## src/rtl/instruction_fetch_pkg.sv

```systemverilog
// rtl/instruction_fetch_pkg.sv - shared constants and types for the fetch stage
// Purpose: NOP encoding, fetch exception cause and fetch FSM state type.
// Ports: none (package).
package instruction_fetch_pkg;

  // addi x0, x0, 0 -- the bubble pushed into IF_ID when no instruction is ready
  localparam logic [31:0] NOP = 32'h0000_0013;

  // ExceptionDefines: instruction-address-misaligned cause code
  localparam logic [3:0] EXCEPTION_INST_MISALIGNED = 4'd0;

  typedef enum logic [1:0] {
    FETCH      = 2'd0,
    HOLD       = 2'd1,
    DISCARD    = 2'd2,
    IDLE_FAULT = 2'd3
  } fetch_state_t;

endpackage

```

## src/rtl/fetch_skid_buffer.sv

```systemverilog
// rtl/fetch_skid_buffer.sv - single-entry instruction skid buffer
// Purpose: parks one fetched word while the pipeline is stalled.
// Ports: clk, rst (sync, active-high), load/load_data capture a word,
//        clear empties the entry (wins over load), valid/data expose it.
module fetch_skid_buffer (
  input  logic        clk,
  input  logic        rst,
  input  logic        load,
  input  logic        clear,
  input  logic [31:0] load_data,
  output logic        valid,
  output logic [31:0] data
);

  always_ff @(posedge clk) begin
    if (rst || clear) begin
      valid <= 1'b0;
      data  <= 32'h0;
    end else if (load) begin
      valid <= 1'b1;
      data  <= load_data;
    end
  end

endmodule

```

## src/rtl/instruction_fetch.sv

```systemverilog
// rtl/instruction_fetch.sv - RISC-V fetch stage: PC, instruction bus, IF_ID register
// Purpose: owns the PC, issues one-outstanding fetches, fills IF_ID, handles
//          stalls, redirects and instruction-address-misaligned faults.
// Ports: clk, rst (sync, active-high); stall_if holds IF_ID/PC; jump_en/jump_addr
//        redirect; ibus_req/ibus_addr/ibus_rvalid/ibus_rdata instruction bus;
//        instruction_addr_if_id/instruction_if_id IF_ID register;
//        exception_if/exception_cause_if misaligned fault flag and cause.
module instruction_fetch
  import instruction_fetch_pkg::*;
#(
  parameter logic [31:0] RESET_PC = 32'h0000_0000
) (
  input  logic        clk,
  input  logic        rst,
  input  logic        stall_if,
  input  logic        jump_en,
  input  logic [31:0] jump_addr,
  output logic        ibus_req,
  output logic [31:0] ibus_addr,
  input  logic        ibus_rvalid,
  input  logic [31:0] ibus_rdata,
  output logic [31:0] instruction_addr_if_id,
  output logic [31:0] instruction_if_id,
  output logic        exception_if,
  output logic [3:0]  exception_cause_if
);

  fetch_state_t state_q, state_d;
  logic [31:0]  pc_q, pc_d;
  logic         req_q, req_d;
  logic [31:0]  addr_q, addr_d;
  logic [31:0]  if_addr_q, if_addr_d;
  logic [31:0]  if_instr_q, if_instr_d;
  logic         exc_q, exc_d;

  logic         skid_load, skid_clear, skid_valid;
  logic [31:0]  skid_data;
  logic         accept;
  logic [31:0]  target;
  logic [31:0]  pc_plus4;

  fetch_skid_buffer u_skid (
    .clk       (clk),
    .rst       (rst),
    .load      (skid_load),
    .clear     (skid_clear),
    .load_data (ibus_rdata),
    .valid     (skid_valid),
    .data      (skid_data)
  );

  assign accept   = req_q && ibus_rvalid;
  assign target   = jump_addr & ~32'h1;
  assign pc_plus4 = pc_q + 32'd4;

  always_comb begin
    state_d    = state_q;
    pc_d       = pc_q;
    req_d      = req_q;
    addr_d     = addr_q;
    if_addr_d  = if_addr_q;
    if_instr_d = if_instr_q;
    exc_d      = exc_q;
    skid_load  = 1'b0;
    skid_clear = 1'b0;

    if (jump_en) begin
      skid_clear = 1'b1;
      if_instr_d = NOP;
      exc_d      = 1'b0;
      pc_d       = target;
      if (req_q && !ibus_rvalid) begin
        // bus address must stay put until the in-flight word returns
        state_d = DISCARD;
      end else if (target[1]) begin
        state_d   = IDLE_FAULT;
        req_d     = 1'b0;
        if_addr_d = target;
        exc_d     = 1'b1;
      end else begin
        state_d = FETCH;
        req_d   = 1'b1;
        addr_d  = target;
      end
    end else begin
      case (state_q)
        FETCH: begin
          if (accept) begin
            if (stall_if) begin
              skid_load = 1'b1;
              state_d   = HOLD;
              req_d     = 1'b0;
            end else begin
              if_addr_d  = pc_q;
              if_instr_d = ibus_rdata;
              exc_d      = 1'b0;
              pc_d       = pc_plus4;
              addr_d     = pc_plus4;
              req_d      = 1'b1;
            end
          end else begin
            // only true right after reset: launch the first request
            if (!req_q) begin
              req_d  = 1'b1;
              addr_d = pc_q;
            end
            if (!stall_if) begin
              if_instr_d = NOP;
              exc_d      = 1'b0;
            end
          end
        end
        HOLD: begin
          if (!stall_if && skid_valid) begin
            if_addr_d  = pc_q;
            if_instr_d = skid_data;
            exc_d      = 1'b0;
            pc_d       = pc_plus4;
            addr_d     = pc_plus4;
            req_d      = 1'b1;
            skid_clear = 1'b1;
            state_d    = FETCH;
          end
        end
        DISCARD: begin
          if (!stall_if) begin
            if_instr_d = NOP;
            exc_d      = 1'b0;
          end
          if (accept) begin
            if (pc_q[1]) begin
              // misaligned target: fault entry is loaded by IDLE_FAULT
              state_d = IDLE_FAULT;
              req_d   = 1'b0;
            end else begin
              state_d = FETCH;
              req_d   = 1'b1;
              addr_d  = pc_q;
            end
          end
        end
        IDLE_FAULT: begin
          // idempotent reload; pc_q holds the faulting target
          if (!stall_if) begin
            if_addr_d  = pc_q;
            if_instr_d = NOP;
            exc_d      = 1'b1;
          end
        end
        default: state_d = FETCH;
      endcase
    end
  end

  always_ff @(posedge clk) begin
    if (rst) begin
      state_q    <= FETCH;
      pc_q       <= RESET_PC;
      req_q      <= 1'b0;
      addr_q     <= RESET_PC;
      if_addr_q  <= 32'h0;
      if_instr_q <= NOP;
      exc_q      <= 1'b0;
    end else begin
      state_q    <= state_d;
      pc_q       <= pc_d;
      req_q      <= req_d;
      addr_q     <= addr_d;
      if_addr_q  <= if_addr_d;
      if_instr_q <= if_instr_d;
      exc_q      <= exc_d;
    end
  end

  assign ibus_req               = req_q;
  assign ibus_addr              = addr_q;
  assign instruction_addr_if_id = if_addr_q;
  assign instruction_if_id      = if_instr_q;
  assign exception_if           = exc_q;
  assign exception_cause_if     = EXCEPTION_INST_MISALIGNED;

endmodule
```

## config.mk

```make
export PLATFORM = sky130hd
export DESIGN_NAME = instruction_fetch
export DESIGN_NICKNAME = d
export VERILOG_FILES = /design/src/rtl/instruction_fetch_pkg.sv /design/src/rtl/fetch_skid_buffer.sv /design/src/rtl/instruction_fetch.sv
export SDC_FILE = /design/constraint.sdc
export NUM_CORES = 1
export LEC_CHECK = 0
export CAP_MARGIN = 20
export CELL_PAD_IN_SITES_DETAIL_PLACEMENT = 2
export CELL_PAD_IN_SITES_GLOBAL_PLACEMENT = 2
export CORE_AREA = 2 2 166 168
export DETAILED_ROUTE_END_ITERATION = 8
export DIE_AREA = 0 0 168 170
export GPL_ROUTABILITY_DRIVEN = 0
export PLACE_DENSITY = 0.88
export SYNTH_ARGS = -nofsm -noshare
export SYNTH_HDL_FRONTEND = slang
export SYNTH_SLANG_ARGS = --single-unit
```

## constraint.sdc

```tcl
create_clock -name clk -period 4.1 [get_ports clk]
set_input_delay 0.615 -clock clk [delete_from_list [all_inputs] [get_ports clk]]
set_output_delay 0.615 -clock clk [all_outputs]
set_load 0.05 [all_outputs]
```

# After elaboration in Yosys (flattened, before gate mapping)
# Index checks and enable logic that the tools add are counted.
# word_totals
reg_bits	165
in_bits	69
elab_cells	110
output_inout_bits	102
# op_classes
n_mux	57
n_reduce_logical	22
eq_ne	20
n_addsub	1
# op_table
operator	n
$mux 32	21
$pmux 32 s3	3
$pmux 32 s2	1
$add 32x3->32 const B	1
$ne 3x3->1 const B	8
$mux 1	21
$mux 2	8
$reduce_and 4->1	3
$ne 2x2->1 const B	5
$reduce_and 5->1	2
$ne 4x4->1 const B	2
$reduce_and 8->1	1
$reduce_bool 4->1	2
$pmux 1 s3	2
$pmux 2 s3	1
$reduce_or 2->1	3
$eq 2x2->1 const B	2
$logic_and 1x1->1	3
$ne 3x2->1 const B	1
$reduce_and 3->1	1
$reduce_bool 3->1	1
$eq 2x1->1 const B	1
$logic_not 1->1	2
$logic_not 2->1	1
4 further kinds	4

# Depth between registers and ports, before layout
# Gate-level depths: netlist of the first run.
# logic_depth
word_depth	6
mapped_depth	11

# By module
# Synthesis of the first run repeated with hierarchy kept, for this count alone.
# hier_totals
hier_cells	1124
area_unflattened_um2	8887.3
# by_module_without_submodules
module	instances	cells_per_inst	area_each_um2
instruction_fetch	1	1016	7672.4
fetch_skid_buffer	1	108	1214.9

# Worst setup path before layout of the first run
# No wires, ideal clock.
# synth_path
path_type	reg-to-reg
startpoint	register req_q, in the netlist ibus_req
endpoint	register if_addr_q[18], in the netlist instruction_addr_if_id[18]
arrival_time_ns	2.280
path_stages_with_launch	9
setup_ns	0.091
period_less_slack_ns	2.371
path_slack_ns	1.729
n_path_buf	2
cell_sequence	dfxtp_1 > clkbuf_1 > nand2_1 > nand2_1 > a21oi_1 > nor3_1 > clkbuf_1 > nor2_1 > a311oi_1
# synth_via
elab_chain_len	3
word_cells_on_any_way	5
classes_between	2 x eq/ne; 3 x reduce/logical
# synth_rtl
item	line	source
start, declared	instruction_fetch.sv:30	logic req_q, req_d;
start signal, assigned	instruction_fetch.sv:167	req_q <= req_d;
$logic_and 1x1->1 (on tied branches)	instruction_fetch.sv:52, instruction_fetch.sv:72	
$ne 3x3->1 (no line) / $ne 2x2->1 (equally long branches)	-	
$reduce_and 5->1 (no line) (*)	-	
end signal, assigned	instruction_fetch.sv:169	if_addr_q <= if_addr_d;
end, declared	instruction_fetch.sv:32	logic [31:0] if_addr_q, if_addr_d;
# Mark *: on every way between the ends. The rest lies on a longest branch, timed or not.
# A chain may end at the register's enable or synchronous reset.

# Worst setup path after layout of the first run
# layout_path
startpoint	register state_q[1]
endpoint	register pc_q[4]
# layout_via
elab_chain_len	3
word_cells_on_any_way	9
classes_between	4 x eq/ne; 2 x mux; 3 x reduce/logical
# layout_rtl
item	line	source
start, declared	instruction_fetch.sv:28	fetch_state_t state_q, state_d;
start signal, assigned	instruction_fetch.sv:165	state_q <= state_d;
$eq 2x1->1 / $logic_not 2->1 (equally long branches)	instruction_fetch.sv:86	case (state_q)
$ne 3x3->1 (no line), or another cell as far along	-	
$reduce_and 4->1 (no line) / $mux 32 (equally long branches)	-	
end signal, assigned	instruction_fetch.sv:166	pc_q <= pc_d;
end, declared	instruction_fetch.sv:29	logic [31:0] pc_q, pc_d;
# Parallel ways exist; a longest one is shown, timed or not.

==> flow_summary.json, run 1 <==
{
  "status": "complete, no violations",
  "tns_ns": 0,
  "criticalPathCategory": "flop to flop",
  "drtIter0Drc": 721,
  "yosysWarnings": 0,
  "ys_ff_latch": 162,
  "cts_tree": "built",
  "wirelength_um": 37300,
  "postSynthCellCount": 1105,
  "dominantRegCellSynth": "dfxtp_1",
  "floorplan.initialDensity_pct": 31.6,
  "io_buffers": 163,
  "required_ns": 4.42,
  "layout.cells.non_filler": 1555,
  "synth.cell_area_um2": 8410,
  "nFillCells": 2985,
  "cap_violations": 0,
  "cp-start-kind": "flop",
  "slew_headroom_pct": 22.5,
  "crit_chain": "inv_1, ha_1, and3_1, buf_4, nor2b_1, o31a_1, buf_12, o21ai_0, a22oi_1, nor2_1",
  "p_leak_nw": 3.71,
  "finalHoldViolations": 0,
  "post_cts_resized": 0,
  "drive_above_1_share_pct": 6.35,
  "grt_antenna_before_repair": 0,
  "ir_drop_mv": 0.208,
  "rr_startpoint": "state_q[1]",
  "fin_ws_ns": 0.898,
  "die_w_um": 168,
  "async_flop_share_pct": 0,
  "ys_types": 63,
  "h-tree-depth": 4,
  "crit_fanout": 46,
  "ctsHoldBuffers": 0,
  "clk_pin_slew_worst_paths_ns": 0.08,
  "hp-class": "flop to flop",
  "drc": 0,
  "arrival_ns": 3.52,
  "area_growth_pct": 29.2,
  "chipHeight_um": 170,
  "grt_first_pass_wirelength_um": 57800,
  "clkSinkCount": 162,
  "antenna_left": 0,
  "hold_start": "u_skid.data[30]",
  "core_um2": 26700,
  "multi_input_area_um2": 4690,
  "finClkSkew_ns": 0.0112,
  "cts_buffers": 17,
  "wl_per_cell_um": 24.0,
  "synth_edf_count": 0,
  "clk_latency_ns": 0.45,
  "cp_slowest_cell": "o31a_1",
  "total_power_mw": 5.05,
  "dp.final_hpwl_um": 24400,
  "layout.nets": 1274,
  "fp.dieArea_um2": 28600,
  "firstDrtPassIters": 5,
  "rsz0062_at_grt": "false",
  "layout.area.seq_um2": 3240,
  "yosysSeqAreaShare_pct": 38.6,
  "final_max_slew_viol_count": 0,
  "post_cts_buffers": 0,
  "finalSetupViolCount": 0,
  "fin_crit_ns": 3.20,
  "via_per_inst": 6.06,
  "grtUsageTotal_pct": 25.8,
  "cp-startpoint": "state_q[1]",
  "post-route-period-util_pct": 78.1,
  "worst-slew-pin-transition_ns": 1.15,
  "ios": 171,
  "power_density_nw_per_um2": 465,
  "cp-end-kind": "flop",
  "cts-root-buf": "clkbuf_16",
  "grt_max_degree": 75,
  "slowest_delay_ns": 0.43,
  "placed_cells": 1522,
  "fmax_mhz": 312,
  "place_ws_ns": 0.768,
  "grt-ovfl-total": 0,
  "num_vias": 9429,
  "synth.avg_cell_area_um2": 7.61,
  "layout_commonest_cell": "nand2_1",
  "clockBufferDepth": 2,
  "final_cell_mix": "173 x nand2_1, 162 x dfxtp_1, 161 x clkdlybuf4s50_1",
  "row_count": 60,
  "grt_pass1_vias": 10028
}
## stage by stage
stage | hold WS, ns | area, um^2 | util (%)
after floorplan | 0.436 | 8430 | -
after global placement | 0.441 | 10200 | 38.4
after detailed placement | 0.455 | 10200 | 38.4
after CTS | 0.467 | 10900 | 40.8
after global routing | 0.489 | 10900 | 40.8
final | 0.462 | 10900 | 40.8
## kinds of logic after synthesis
logic type      Yosys count  synth area share [%]
simple gates            441                  24.0
buf+inv                 126                  6.14
compound gates          364                  29.8
other cells               1                0.0446
fa+ha+maj                 5                 0.744
flops                   162                  38.6
mux                       6                 0.714
## cell usage after synthesis, types with 7 or more instances
library cell	count	area, um^2
nand4_1	13	81.3
a211oi_1	14	105
o41ai_1	8	70.1
nand3_1	15	75.1
a22oi_1	52	390
a22o_1	35	307
nor2b_1	7	43.8
inv_1	8	30.0
a21oi_1	94	470
nor4_1	9	56.3
clkbuf_1	95	357
buf_2	10	50.1
and3_1	16	100
nor2_1	143	537
and2_1	7	43.8
nand2_1	173	649
nand2b_1	11	68.8
o21ai_0	54	270
a311oi_1	41	359
o31ai_1	21	158
dfxtp_1	162	3240
nor3_1	18	90.1
## final timing paths
| kind | endpoint | slack [ns] | cells past startpoint |
|---|---|---|---|
| setup / recovery | pc_q[4] | 0.90 | 10 |
| hold / removal | u_skid.data[30] | 0.46 | 2 |
| setup reg to reg | pc_q[4] | 0.90 | 10 |
| hold reg to reg | u_skid.data[30] | 0.46 | 2 |
## layout make-up
| class | instances | area share [%] |
|---|---|---|
| Multi-Input combinational cell | 822 | 43.2 |
| Timing Repair Buffer | 188 | 16.9 |
| Antenna cell | 1 | 0.0230 |
| Tap cell | 341 | 3.93 |
| Inverter | 9 | 0.311 |
| Clock inverter | 15 | 1.88 |
| Clock buffer | 17 | 3.91 |
| Sequential cell | 162 | 29.8 |
## sequential cells by signal (all words and copies together) (netlist names)
| signal | flops |
|---|---|
| exception_if | 1 |
| instruction_if_id | 32 |
| ibus_addr | 31 |
| u_skid.data | 32 |
| state_q | 2 |
| ibus_req | 1 |
| u_skid.valid | 1 |
| pc_q | 31 |
| instruction_addr_if_id | 31 |
## per-layer routing
metal / up-vias / share of wire (%) / global-route usage [%]
li1: 4211 / - / -
met1: 4801 / 41 / 30.8
met2: 322 / 50 / 44.9
met3: 95 / 5.8 / 5.79
met4: 0 / 3.3 / 10.2
met5: - / 0 / 0
## power breakdown
group | switching (mW) | total [mW] | internal [mW]
combinational | 1.03 | 1.50 | 0.470
clock | 0.886 | 1.73 | 0.844
sequential | 0.125 | 1.82 | 1.69
total | 2.04 | 5.05 | 3.01
## critical path: cells and delay by family, from the launching register on
family | cells | cell delay [ns]
adder cells (fa/ha/maj) | 1 | 0.39
AO/OA/AOI/OAI | 3 | 0.81
flip-flops | 1 | 0.35
buffers and inverters | 3 | 0.84
AND/OR/NAND/NOR | 3 | 0.64
No activity file was read; power rests on OpenSTA's default activity.
==> run 2: changes to the inputs <==
--- a/config.mk
+++ b/config.mk
@@ -8,11 +8,11 @@
 export CAP_MARGIN = 20
 export CELL_PAD_IN_SITES_DETAIL_PLACEMENT = 2
 export CELL_PAD_IN_SITES_GLOBAL_PLACEMENT = 2
-export CORE_AREA = 2 2 166 168
+export CORE_AREA = 2 2 174 176
 export DETAILED_ROUTE_END_ITERATION = 8
-export DIE_AREA = 0 0 168 170
+export DIE_AREA = 0 0 176 178
 export GPL_ROUTABILITY_DRIVEN = 0
-export PLACE_DENSITY = 0.88
+export PLACE_DENSITY = 0.81
 export SYNTH_ARGS = -nofsm -noshare
 export SYNTH_HDL_FRONTEND = slang
 export SYNTH_SLANG_ARGS = --single-unit
==> constraint.sdc (replaced) <==
create_clock -name clk -period 3.3 [get_ports clk]
set_input_delay 0.495 -clock clk [delete_from_list [all_inputs] [get_ports clk]]
set_output_delay 0.495 -clock clk [all_outputs]
set_load 0.05 [all_outputs]
==> run 2 against run 1 <==
- maximum frequency rose by 14%
- clock power rose by 21%
- critical path type unchanged
- flip-flop and latch count did not move
- utilization fell by 3.1 points
- final area rose by 2.0%
- largest power group unchanged
- combinational power rose by 26%
- clock-buffer cell count did not move
- critical path depth fell by 2
==> flow_summary.json, run 2 (same netlist as run 1, synthesis figures left out) <==
{
  "chipHeight_um": 178,
  "num_vias": 9184,
  "grt_pass1_vias": 9491,
  "fin_crit_ns": 2.81,
  "clkSinkCount": 162,
  "drive_above_1_share_pct": 7.86,
  "io_buffers": 163,
  "post-route-period-util_pct": 85.2,
  "required_ns": 3.66,
  "power_frac_comb_pct": 30.4,
  "layout_commonest_cell": "nand2_1",
  "r2r_slack_ns": 0.49,
  "drc": 0,
  "switching_share_pct": 39.7,
  "crit_buf_inv": 1,
  "critPathTopFamily": "simple AND/OR/NAND/NOR gates",
  "grtUsageTotal_pct": 22.5,
  "dp.final_hpwl_um": 24300,
  "antenna_left": 0,
  "hp-class": "input port to flop",
  "final_max_slew_viol_count": 0,
  "tns_ns": 0,
  "whs_path_depth": 3,
  "finalHoldViolations": 0,
  "die_w_um": 176,
  "firstDrtPassIters": 5,
  "cts_tree": "built",
  "row_count": 63,
  "layout.cells.non_filler": 1624,
  "grt_first_pass_wirelength_um": 55300,
  "cp_slowest_cell": "ha_1",
  "cp-start-kind": "flop",
  "grt_max_degree": 115,
  "cpMostUsedCell": "nor2_1",
  "layout.nets": 1295,
  "cts-root-buf": "clkbuf_16",
  "ios": 171,
  "r2r_cells": 8,
  "post_cts_resized": 0,
  "placed_cells": 1592,
  "p_leak_nw": 3.82,
  "r2r-end": "ibus_addr[8]",
  "cp_num_cells": 8,
  "hold_start": "rst",
  "via_per_inst": 5.66,
  "grt-ovfl-total": 0,
  "power_density_nw_per_um2": 562,
  "wl_per_cell_um": 21.9,
  "post_cts_buffers": 0,
  "p_switching_mw": 2.47,
  "cts_buffers": 17,
  "clk_pin_slew_worst_paths_ns": 0.08,
  "fp.dieArea_um2": 31300,
  "h-tree-depth": 4,
  "status": "complete, no violations",
  "holdPathEnd": "instruction_if_id[0]",
  "worst-slew-pin-transition_ns": 0.912,
  "cp-end-kind": "flop",
  "drtIter0Drc": 601,
  "clk_latency_ns": 0.45,
  "finalSetupViolCount": 0,
  "clockBufferDepth": 2,
  "finClkSkew_ns": 0.0159,
  "p_int_mw": 3.75,
  "rr_startpoint": "state_q[0]",
  "nFillCells": 3296,
  "ir_drop_mv": 0.293,
  "arrival_ns": 3.18,
  "core_um2": 29400,
  "seqPwrFrac_pct": 36.1,
  "pwr-share-clk_pct": 33.6,
  "wirelength_um": 35500,
  "criticalPathCategory": "flop to flop",
  "rsz0062_at_grt": "false",
  "fin_util_pct": 37.7,
  "slew_headroom_pct": 38.6,
  "floorplan.initialDensity_pct": 28.6,
  "grt_antenna_before_repair": 0,
  "area_growth_pct": 31.8,
  "cap_violations": 0,
  "final_cell_mix": "173 x nand2_1, 162 x dfxtp_1, 161 x clkdlybuf4s50_1",
  "fmax_mhz": 356,
  "crit_fanout": 9,
  "ctsHoldBuffers": 0,
  "crit_chain": "inv_1, ha_1, nand3b_1, and2_0, nor2_1, a2111oi_0, nor2_1, nor3_1",
  "insertedDiodeCount": 0,
  "slowest_delay_ns": 0.54
}
-- run 2: changes by cell type in the layout (fill, tap and decap cells not counted), moves of 2 or more --
cell	previous run	this run
buf_12	2	4
buf_4	25	44
clkinv_4	2	4
clkinv_8	6	4
inv_12	3	1
inv_8	2	5
-- run 2: final cells by class --
cell class | instances | area (um^2) | share of cell area [%]
Multi-Input combinational cell | 822 | 4690 | 42.3
Sequential cell | 162 | 3240 | 29.3
Timing Repair Buffer | 209 | 2020 | 18.2
Tap cell | 390 | 488 | 4.40
Clock buffer | 17 | 425 | 3.84
Clock inverter | 15 | 181 | 1.64
Inverter | 9 | 33.8 | 0.305
-- run 2: power groups by stage --
stage / Sequential (mW) / Clock (mW) / Combinational (mW)
after global placement: 2.28 / 0 / 1.83
after floorplan: 2.64 / 0 / 0.776
after CTS: 2.24 / 2.12 / 1.89
final: 2.24 / 2.09 / 1.89
after global routing: 2.26 / 2.21 / 2.02
after detailed placement: 2.29 / 0 / 1.88
-- run 2: worst max-delay path by stage --
stage,from,end
floorplan,ibus_req,instruction_addr_if_id[18]
global placement,ibus_rvalid,ibus_addr[28]
detailed placement,ibus_rvalid,ibus_addr[28]
CTS,state_q[0],ibus_addr[9]
global route,state_q[1],ibus_addr[1]
finish,state_q[0],ibus_addr[8]
-- run 2: metrics by stage --
step           setup slack (ns)  area, um^2  hold WS (ns)  total power, mW
2_1_floorplan             0.929        8430         0.436             3.41
3_3_place_gp              0.562       10500         0.441             4.11
3_5_place_dp              0.483       10500         0.454             4.17
4_1_cts                   0.554       11100         0.371             6.26
5_1_grt                   0.342       11100         0.409             6.50
6_report                  0.489       11100         0.381             6.22
-- run 2: routing by layer --
metal / wire length [um] / up-vias / global-route usage, %
met5: 0 / - / 0
met1: 16200 / 4698 / 29.3
met4: 512 / 0 / 6.13
li1: - / 4245 / -
met2: 17400 / 209 / 38.7
met3: 1360 / 32 / 3.37
-- run 2: worst reg2reg max path: cells and delay by family, from the launching register on --
| kind | cells | cell delay, ns |
|---|---|---|
| adder cells (fa/ha/maj) | 1 | 0.54 |
| AND/OR/NAND/NOR | 5 | 1.22 |
| flip-flops | 1 | 0.39 |
| buffers and inverters | 1 | 0.08 |
| AO/OA/AOI/OAI | 1 | 0.50 |
